<file path="src/rtl/uart_tx_arbiter.sv">
// Round-robin framer that shares one UART byte port between 32-bit sample and 16-bit status words.
// Define UART_TX_CHECKSUM_EN to append an XOR checksum byte after the payload.
module uart_tx_arbiter #(
  parameter int unsigned GAP_CYCLES = 0,
  parameter logic [7:0]  SAMPLE_SOM = 8'h73,
  parameter logic [7:0]  STATUS_SOM = 8'h72,
  parameter logic [7:0]  EOM_CHAR   = 8'h65
) (
  input  logic        clk,
  input  logic        reset,
  input  logic        sample_valid,
  input  logic [31:0] sample_data,
  output logic        sample_ready,
  input  logic        status_valid,
  input  logic [15:0] status_data,
  output logic        status_ready,
  output logic [7:0]  to_uart_data,
  output logic        to_uart_valid,
  output logic        to_uart_error,
  input  logic        to_uart_ready,
  output logic        busy,
  output logic [15:0] frame_count
);

  localparam int GAP_W = (GAP_CYCLES > 1) ? $clog2(GAP_CYCLES) : 1;
  localparam logic GRANT_SAMPLE = 1'b0;
  localparam logic GRANT_STATUS = 1'b1;

  typedef enum logic [2:0] {
    ST_IDLE,
    ST_SOM,
    ST_PAYLOAD,
`ifdef UART_TX_CHECKSUM_EN
    ST_CSUM,
`endif
    ST_EOM,
    ST_GAP
  } state_t;

  state_t             r_state;
  logic [31:0]        r_shift;
  logic [1:0]         r_byte_cnt;
  logic [GAP_W-1:0]   r_gap_cnt;
  logic               r_last_grant;
  logic [7:0]         r_data;
  logic               r_valid;
  logic               r_sample_ready;
  logic               r_status_ready;
  logic               r_busy;
  logic [15:0]        r_frame_count;
`ifdef UART_TX_CHECKSUM_EN
  logic [7:0]         r_csum;
`endif

  logic               w_xfer;
  logic               w_grant_sample;
  logic               w_grant_status;
  logic [7:0]         w_next_byte;

  assign w_xfer         = r_valid & to_uart_ready;
  // On a tie the source that did not win last time takes the frame.
  assign w_grant_sample = sample_valid & (~status_valid | (r_last_grant == GRANT_STATUS));
  assign w_grant_status = status_valid & ~w_grant_sample;
  assign w_next_byte    = r_shift[31:24];

  always_ff @(posedge clk or posedge reset) begin
    if (reset) begin
      r_state        <= ST_IDLE;
      r_shift        <= 32'd0;
      r_byte_cnt     <= 2'd0;
      r_gap_cnt      <= '0;
      r_last_grant   <= GRANT_STATUS;
      r_data         <= 8'd0;
      r_valid        <= 1'b0;
      r_sample_ready <= 1'b0;
      r_status_ready <= 1'b0;
      r_busy         <= 1'b0;
      r_frame_count  <= 16'd0;
`ifdef UART_TX_CHECKSUM_EN
      r_csum         <= 8'd0;
`endif
    end else begin
      r_sample_ready <= 1'b0;
      r_status_ready <= 1'b0;
      case (r_state)
        ST_IDLE: begin
          if (w_grant_sample) begin
            r_shift        <= sample_data;
            r_byte_cnt     <= 2'd3;
            r_sample_ready <= 1'b1;
            r_last_grant   <= GRANT_SAMPLE;
            r_data         <= SAMPLE_SOM;
          end else if (w_grant_status) begin
            // Status payload is left-aligned so both frame types shift out of the top byte.
            r_shift        <= {status_data, 16'h0000};
            r_byte_cnt     <= 2'd1;
            r_status_ready <= 1'b1;
            r_last_grant   <= GRANT_STATUS;
            r_data         <= STATUS_SOM;
          end
          if (w_grant_sample || w_grant_status) begin
            r_busy  <= 1'b1;
            r_valid <= 1'b1;
            r_state <= ST_SOM;
          end
        end
        ST_SOM: begin
          if (w_xfer) begin
            r_data  <= w_next_byte;
            r_shift <= {r_shift[23:0], 8'h00};
`ifdef UART_TX_CHECKSUM_EN
            r_csum  <= w_next_byte;
`endif
            r_state <= ST_PAYLOAD;
          end
        end
        ST_PAYLOAD: begin
          if (w_xfer) begin
            if (r_byte_cnt != 2'd0) begin
              r_data     <= w_next_byte;
              r_shift    <= {r_shift[23:0], 8'h00};
              r_byte_cnt <= r_byte_cnt - 2'd1;
`ifdef UART_TX_CHECKSUM_EN
              r_csum     <= r_csum ^ w_next_byte;
`endif
            end else begin
`ifdef UART_TX_CHECKSUM_EN
              r_data  <= r_csum;
              r_state <= ST_CSUM;
`else
              r_data  <= EOM_CHAR;
              r_state <= ST_EOM;
`endif
            end
          end
        end
`ifdef UART_TX_CHECKSUM_EN
        ST_CSUM: begin
          if (w_xfer) begin
            r_data  <= EOM_CHAR;
            r_state <= ST_EOM;
          end
        end
`endif
        ST_EOM: begin
          if (w_xfer) begin
            r_valid       <= 1'b0;
            r_frame_count <= r_frame_count + 16'd1;
            if (GAP_CYCLES == 0) begin
              r_busy  <= 1'b0;
              r_state <= ST_IDLE;
            end else begin
              r_gap_cnt <= GAP_W'(GAP_CYCLES - 1);
              r_state   <= ST_GAP;
            end
          end
        end
        ST_GAP: begin
          // The IDLE cycle that follows supplies the last of the GAP_CYCLES+1 quiet clocks.
          if (r_gap_cnt == '0) begin
            r_busy  <= 1'b0;
            r_state <= ST_IDLE;
          end else begin
            r_gap_cnt <= r_gap_cnt - 1'b1;
          end
        end
        default: begin
          r_valid <= 1'b0;
          r_busy  <= 1'b0;
          r_state <= ST_IDLE;
        end
      endcase
    end
  end

  assign to_uart_data  = r_data;
  assign to_uart_valid = r_valid;
  assign to_uart_error = 1'b0;
  assign sample_ready  = r_sample_ready;
  assign status_ready  = r_status_ready;
  assign busy          = r_busy;
  assign frame_count   = r_frame_count;

endmodule
</file>
<file path="config.mk">
export PLATFORM = sky130hd
export DESIGN_NAME = uart_tx_arbiter
export DESIGN_NICKNAME = d
export VERILOG_FILES = /design/src/rtl/uart_tx_arbiter.sv
export SDC_FILE = /design/constraint.sdc
export NUM_CORES = 1
export LEC_CHECK = 0
export BUFFER_PORTS_ARGS = -buffer_cell sky130_fd_sc_hd__buf_2
export CAP_MARGIN = 25
export CORE_UTILIZATION = 45
export DETAILED_ROUTE_END_ITERATION = 7
export MAX_ROUTING_LAYER = met4
export PLACE_DENSITY_LB_ADDON = 0.25
export SYNTH_ARGS = -nofsm -noshare
export SYNTH_HDL_FRONTEND = slang
export SYNTH_SLANG_ARGS = --single-unit
</file>
<file path="constraint.sdc">
create_clock -name clk -period 2.5 [get_ports clk]
set_input_delay 0.5 -clock clk [delete_from_list [all_inputs] [get_ports clk]]
set_output_delay 0.5 -clock clk [all_outputs]
set_load 0.005 [all_outputs]
</file>
After elaboration in Yosys (flattened, before gate mapping)
Index checks and enable logic that the tools add are counted.
{"block": "totals", "register_bits": 67, "inputBits": 53, "output_inout_bits": 29, "elab_cells": 87}
{"block": "classes", "n_addsub": 3, "n_eq_ne": 12, "muxes": 37, "n_bitwise": 8, "n_reduce_logical": 16}
{"cell": "$mux 32", "n": 5}
{"cell": "$pmux 32 s3", "n": 1}
{"cell": "$mux 8", "n": 5}
{"cell": "$pmux 8 s3", "n": 1}
{"cell": "$mux 3", "n": 6}
{"cell": "$add 16x1->16 const B", "n": 1}
{"cell": "$pmux 3 s5", "n": 1}
{"cell": "$ne 2x2->1 const B", "n": 7}
{"cell": "$reduce_and 4->1", "n": 3}
{"cell": "$mux 1", "n": 11}
{"cell": "$mux 2", "n": 4}
{"cell": "$eq 3x2->1 const B", "n": 2}
{"cell": "$reduce_and 6->1", "n": 1}
{"cell": "$reduce_bool 2->1", "n": 3}
{"cell": "$reduce_and 5->1", "n": 1}
{"cell": "$not 1->1", "n": 4}
{"cell": "$pmux 1 s4", "n": 1}
{"cell": "$pmux 2 s2", "n": 1}
{"cell": "$reduce_and 2->1", "n": 2}
{"cell": "$and 1x1->1", "n": 3}
{"cell": "$eq 3x1->1 const B", "n": 1}
{"cell": "$eq 3x3->1 const B", "n": 1}
{"cell": "$logic_not 3->1", "n": 1}
{"cell": "$ne 3x3->1 const B", "n": 1}
{"cell": "9 further kinds", "n": 9}

Depth between registers and ports, before layout
Gate-level depths: netlist of the first run.
{"block": "logic_depth", "depth_word": 8, "mapped_depth": 9, "ltp_nobuf": 6}

Least setup slack after synthesis of the first run
No wires, ideal clock.
{"block": "synth_path", "kind": "register -> register", "start": "reg r_state[0]", "end": "reg r_shift[19]", "setup_ns": 0.092, "t_arrival_ns": 1.840, "t_required_ns": 2.408, "path_slack_ns": 0.568, "stages_incl_launch_ff": 9, "n_path_buf": 3, "period_less_slack_ns": 1.932, "cell_sequence": "dfrtp_1 inv_1 ha_1 or2_0 buf_2 a211o_1 buf_6 buf_6 o31ai_2"}
{"block": "synth_via", "elab_chain_cells": 3, "word_cells_on_any_way": 10, "classes_between": "6 x eq/ne; 1 x mux; 3 x reduce/logical"}
{"element": "from (decl)", "line": "40", "text": "state_t r_state;"}
{"element": "from (signal assigned)", "line": "68", "text": "r_state <= ST_IDLE;"}
{"element": "from (signal assigned)", "line": "104", "text": "r_state <= ST_SOM;"}
{"element": "from (signal assigned)", "line": "114", "text": "r_state <= ST_PAYLOAD;"}
{"element": "$eq 3x2->1 (tied with other cells)", "line": "85", "text": "case (r_state)"}
{"element": "$ne 2x2->1 (no source line) (tied with other cells)"}
{"element": "$reduce_and 5->1 (no source line)"}
{"element": "to (signal assigned)", "line": "88", "text": "r_shift <= sample_data;"}
{"element": "to (signal assigned)", "line": "95", "text": "r_shift <= {status_data, 16'h0000};"}
{"element": "to (signal assigned)", "line": "110", "text": "r_shift <= {r_shift[23:0], 8'h00};"}
{"element": "to (decl)", "line": "41", "text": "logic [31:0] r_shift;"}
Several ways; a longest one is shown, not always the timed one.
A chain may end at the register's enable or synchronous reset.

Final worst setup path of the first run
{"block": "layout_path", "start": "reg r_state[0]", "end": "reg r_shift[21]"}
Same word-level chain as after synthesis.

==> results of run 1 <==
[layout by cell type, fill, tap and decap left out, types with 8 or more instances in the layout]
master / n
clkbuf_8: 10
dfrtp_1: 63
nor2b_1: 18
inv_1: 8
a31o_2: 16
o31ai_2: 11
xnor2_1: 11
a22oi_1: 9
nand2_1: 53
a21oi_1: 23
o21ai_0: 22
buf_2: 80
[state kept, by name (all words and copies together), names as in the netlist]
| name | cells |
|---|---|
| r_shift | 32 |
| to_uart_valid | 1 |
| frame_count | 16 |
| status_ready | 1 |
| to_uart_data | 8 |
| r_last_grant | 1 |
| r_byte_cnt | 2 |
| sample_ready | 1 |
| r_state | 2 |
[worst max-delay path by stage]
stage          startpoint             end  slack (ns)  cells past startpoint
5_1_grt        r_state[0]     r_shift[22]        0.04                      6
3_5_place_dp   r_state[0]     r_shift[29]        0.21                      6
6_report       r_state[0]     r_shift[21]        0.20                      6
4_1_cts        r_state[0]     r_shift[21]        0.20                      6
2_1_floorplan       reset  frame_count[0]        0.40                      1
3_3_place_gp   r_state[0]     r_shift[29]        0.30                      6
[per-stage QoR]
step / instance area [sq um] / power, mW / setup slack (ns) / hold slack [ns] / cells
finish: 3976 / 2.215 / 0.2020 / 0.1664 / 506
global route: 3976 / 2.290 / 0.03596 / 0.1972 / 506
CTS: 3976 / 2.245 / 0.1981 / 0.1724 / 506
detailed placement: 3755 / 1.251 / 0.2133 / 0.4623 / 490
global placement: 3755 / 1.247 / 0.3029 / 0.4575 / 490
floorplan: 3277 / 1.178 / 0.4036 / 0.4481 / 331
[power by group through the flow]
stage | Sequential, mW | Combinational, mW | Clock (mW)
floorplan | 1.10 | 0.0786 | 0
global placement | 1.10 | 0.143 | 0
detailed placement | 1.10 | 0.146 | 0
CTS | 1.08 | 0.146 | 1.01
global route | 1.09 | 0.164 | 1.04
finish | 1.09 | 0.144 | 0.986
[cell families after synthesis]
kind of cell,Yosys count,synth area share
AND/OR/NAND/NOR,105,0.1550
AO/OA/AOI/OAI,98,0.2157
flip-flops,64,0.4891
buffers and inverters,35,0.05192
XOR/XNOR,15,0.04009
adder cells (fa/ha/maj),7,0.02673
multiplexers,6,0.02024
other,1,0.001144
[metal layers]
| layer | wire length [um] | share of wire | track usage | vias up |
|---|---|---|---|---|
| met3 | 286 | 0.041 | 0.04455 | 10 |
| met1 | 3388 | 0.48 | 0.2668 | 1222 |
| li1 | - | - | - | 1305 |
| met4 | 92 | 0.013 | 0.08644 | 0 |
| met2 | 3234 | 0.46 | 0.3004 | 71 |
| met5 | 0 | 0 | - | - |
[cell type report]
cell class              count  area, sq um  area share
clock buffers              11        141.4     0.03556
clock inverters             5        80.08     0.02014
inverters                   9        33.78    0.008496
multi-input cells         232         1505      0.3785
flip-flops and latches     64         1603      0.4031
well taps                  96        120.1     0.03021
repair buffers             89        493.0      0.1240
==> metrics.cfg, run 1 <==
[outcome]
outcome=finished, final reports clean

[worst_setup_path]
worstPathRequired_ns=2.75
critPathMaxFanout=46
path_class=reg2reg
cp-end-kind=register
crit_chain=inv_1 > ha_1 > or2_0 > a211o_2 > buf_12 > o31ai_2
cp_slowest_stage_delay_ns=0.55
startpoint_type=register
crit_arrival_ns=2.55
r2r_end=r_shift[21]
cp_num_buf_inv=2
critPathTopFamily=compound AO/OA/AOI/OAI gates
r2r_slack_ns=0.20
rr_startpoint=r_state[0]
crit_path_top_delay_cell=a211o_2
ff2ff_path_depth=6

[sta]
finalMaxSlewViolations=0
worst_pin_slew_ns=0.6608
max-slew-margin-rel=0.5584
rsz0062_at_grt=no
skew_ns=0.005842
period_share=0.9192
finalHoldViolations=0
min_period_ns=2.298
setup-violations-final=0
finalSetupTns_ns=0
max_freq_mhz=435.2

[floorplanning]
die_h_um=87.34
core.rowCount=30
start_util=0.4745
fp.dieArea_sq_mm=0.007627
die_w_um=87.34
num_io_pins=82
core_region_area_sq_mm=0.006907

[placement]
port-buffer-count=80
dp_hpwl_um=5052
routabilityCongestion=0.8662

[final_layout]
drive_gt1_frac=0.3439
n_antenna_cell=0
areaGrowthSynthToFinish_pct=21.34
fillers=651
nets=465
utilization=0.5757

[logic_synthesis]
synthCells=331
postSynthAreaPerCell_sq_um=9.900
syn_area_sq_mm=0.003277
ys_types=41
synth_area_leaders=dfrtp_1 (48%), nand2_1 (6.1%), a31o_2 (4.3%)
synth.largest_area_cell=dfrtp_1
yosysWarnings=0
synth-seq-cells=64
synth_seq_area_share=0.4891
synth_common_cells=dfrtp_1 (63), nand2_1 (53), a21oi_1 (23)
ys_async_sr_fraction=1.000
synth_top_cell_area_share=0.4811
ys.flop_type=dfrtp_1
syn-num-nets=391
synth_edf_count=0
yosysMostFrequentCell=dfrtp_1

[global_routing]
antenna_found_initial=0
grt-ovfl-total=0
grt_max_degree=47
grt_pass1_wl_um=11410
grt_usage=0.2022
first_global_vias=2484

[pwr]
p_int_mw=1.718
comb_power_share=0.065
vdd_drop_max_v=0.0003656
p_leak_nw=1.914
netSwitchingFraction=0.2241
p_clk_frac=0.445
p_per_area_mw_per_mm2=556.9
pwr-share-seq=0.490
switchingPower_mw=0.4963

[clock_network]
cts_buffers=9
root_buffer=clkbuf_8
insertion_delay_ns=0.34
clkSlewWorstSetupHoldPaths_ns=0.07
htreeDepth=3
cts_tree=yes
cts_setup_buffers=0
cts.sinks=64
cts_hold_buffers=0
cts_resized=0
cts.path.max_buffers=2

[drt]
drc=0
vias=2608
vias_per_cell=5.154
antenna_left=0
drt-initial-drc-count=105
wire_per_inst_um=13.84
first_pass_iters=4
routed_wl_um=7001

[min_path]
min_path_type=in2async

[job]
maxCapViolCount=0

(Power assumes the default switching activity.)
==> inputs of run 2 (changes only) <==
clock period = 2.7 ns   (was 2.5 ns; I/O delays follow)
==> metrics.cfg, run 2 (synthesis gave the netlist of run 1 again) <==
[outcome]
outcome=finished, final reports clean

[sta]
max_freq_mhz=424.7  ; -2.4%
finalMaxSlewViolations=0  ; unchanged
skew_ns=0.01073  ; +0.004886 ns
setup-violations-final=0  ; unchanged
max-slew-margin-rel=0.4730  ; -0.08538
timing.hold.ws_ns=0.4240  ; +0.2576 ns
min_period_ns=2.355  ; +0.05690 ns
rsz0062_at_grt=no
worst_pin_slew_ns=0.7905  ; +0.1297 ns
finalSetupTns_ns=0  ; unchanged
finalHoldViolations=0  ; unchanged
period_share=0.8722  ; -0.04701

[drt]
routed_wl_um=6944  ; -0.81%
vias_per_cell=5.129  ; -0.49%
wire_per_inst_um=13.78  ; -0.42%
drt-initial-drc-count=114  ; +8.6%
first_pass_iters=5  ; +1
antenna_left=0  ; unchanged
drc=0  ; unchanged
vias=2585  ; -0.88%

[pwr]
comb_power_share=0.068  ; +0.003
p_per_area_mw_per_mm2=496.0  ; -11%
p_int_mw=1.467  ; -15%
netSwitchingFraction=0.2418  ; +0.01767
p_total_mw=1.935  ; -13%
p_clk_frac=0.413  ; -0.032
switchingPower_mw=0.4680  ; -5.7%
p_leak_nw=1.878  ; -1.8%
pwr-share-seq=0.520  ; +0.030
vdd_drop_max_v=0.0003036  ; -17%

[final_layout]
nets=463  ; -0.43%
utilization=0.5650  ; -0.01069
regMostFlops=r_shift
largest_reg_flops=32  ; unchanged
areaGrowthSynthToFinish_pct=19.09
fillers=656  ; +0.77%
n_antenna_cell=0  ; unchanged
drive_gt1_frac=0.3407  ; -0.003216
final_cell_mix=buf_2 (80), dfrtp_1 (63), nand2_1 (53), a21oi_1 (23), o21ai_0 (22)
final_common_cell=buf_2

[clock_network]
clkSlewWorstSetupHoldPaths_ns=0.08  ; about the same
root_buffer=clkbuf_8
cts_buffers=9  ; unchanged
htreeDepth=3  ; unchanged
cts_resized=0  ; unchanged
cts.path.max_buffers=2  ; unchanged
cts_tree=yes
cts_hold_buffers=0  ; unchanged
cts_setup_buffers=0  ; unchanged
cts.sinks=64  ; unchanged
insertion_delay_ns=0.34  ; about the same

[floorplanning]
start_util=0.4745  ; unchanged
core.rowCount=30  ; unchanged
die_w_um=87.34  ; unchanged
die_h_um=87.34  ; unchanged
num_io_pins=82  ; unchanged
core_region_area_sq_mm=0.006907  ; unchanged
fp.dieArea_sq_mm=0.007627  ; unchanged

[placement]
routabilityCongestion=0.8092  ; -6.6%
port-buffer-count=80  ; unchanged
dp_hpwl_um=4790  ; -5.2%

[worst_setup_path]
startpoint_type=register
worstPathRequired_ns=2.94  ; +0.19 ns
critPathMaxFanout=64  ; +39%
crit_arrival_ns=2.60  ; +0.05 ns
cp-end-kind=register
path_class=reg2reg

[global_routing]
grt_pass1_wl_um=11370  ; -0.30%
grt_max_degree=65  ; +38%
grt-ovfl-total=0  ; unchanged
first_global_vias=2382  ; -4.1%
grt_usage=0.2034  ; +0.001208
antenna_found_initial=0  ; unchanged

[min_path]
min_path_type=in2async

[job]
maxCapViolCount=0  ; unchanged

## run 2: changes by cell type in the layout (fill, tap and decap cells not counted), sizes merged
cell    before  now
clkbuf      11   10
clkinv       1    3
bufinv       2    1
buf         89   87
## run 2: worst max-delay path: stages, from the launching register on
cell	delay [ns]
dfrtp_1	0.42
inv_1	0.09
ha_1	0.28
or2_0	0.39
a211o_2	0.39
buf_4	0.30
o31ai_1	0.34
## run 2: power groups by stage
stage / Sequential (mW) / Clock, mW / Combinational, mW
floorplan: 1.02 / 0 / 0.0728
CTS: 1.00 / 0.813 / 0.134
global placement: 1.02 / 0 / 0.131
global route: 1.01 / 0.864 / 0.149
detailed placement: 1.02 / 0 / 0.134
finish: 1.01 / 0.799 / 0.131
## run 2: metrics by stage
stage	cells	area [sq um]	worst slack, ns
after floorplan	331	3277	0.5636
after global placement	488	3715	0.4618
after detailed placement	488	3715	0.3486
after CTS	504	3902	0.3352
after global routing	504	3902	0.1341
final	504	3902	0.3451
## run 2: path summary, 6_finish.rpt
check / from / end / slack [ns] / cells past startpoint
hold reg to reg: frame_count[15] / frame_count[15] / 0.47 / 1
setup / recovery: r_state[0] / r_shift[30] / 0.35 / 6
min in group clk: sample_data[0] / r_shift[0] / 0.43 / 3
hold / removal: reset / frame_count[11] / 0.42 / 3
setup reg to reg: r_state[0] / r_shift[30] / 0.35 / 6
max in group asynchronous: reset / r_shift[14] / 1.76 / 3
## run 2: layout make-up
class	instances	area [sq um]	area share
multi-input cells	232	1505	0.3857
repair buffers	87	452.9	0.1161
clock buffers	10	127.6	0.03270
inverters	9	33.78	0.008657
flip-flops and latches	64	1603	0.4107
clock inverters	6	60.06	0.01539
well taps	96	120.1	0.03078
## run 2: layer usage
metal | wire [um] | GRT usage
met1 | 3437 | 0.2747
met2 | 3131 | 0.2940
met3 | 274 | 0.04455
met4 | 100 | 0.08793
met5 | 0 | -
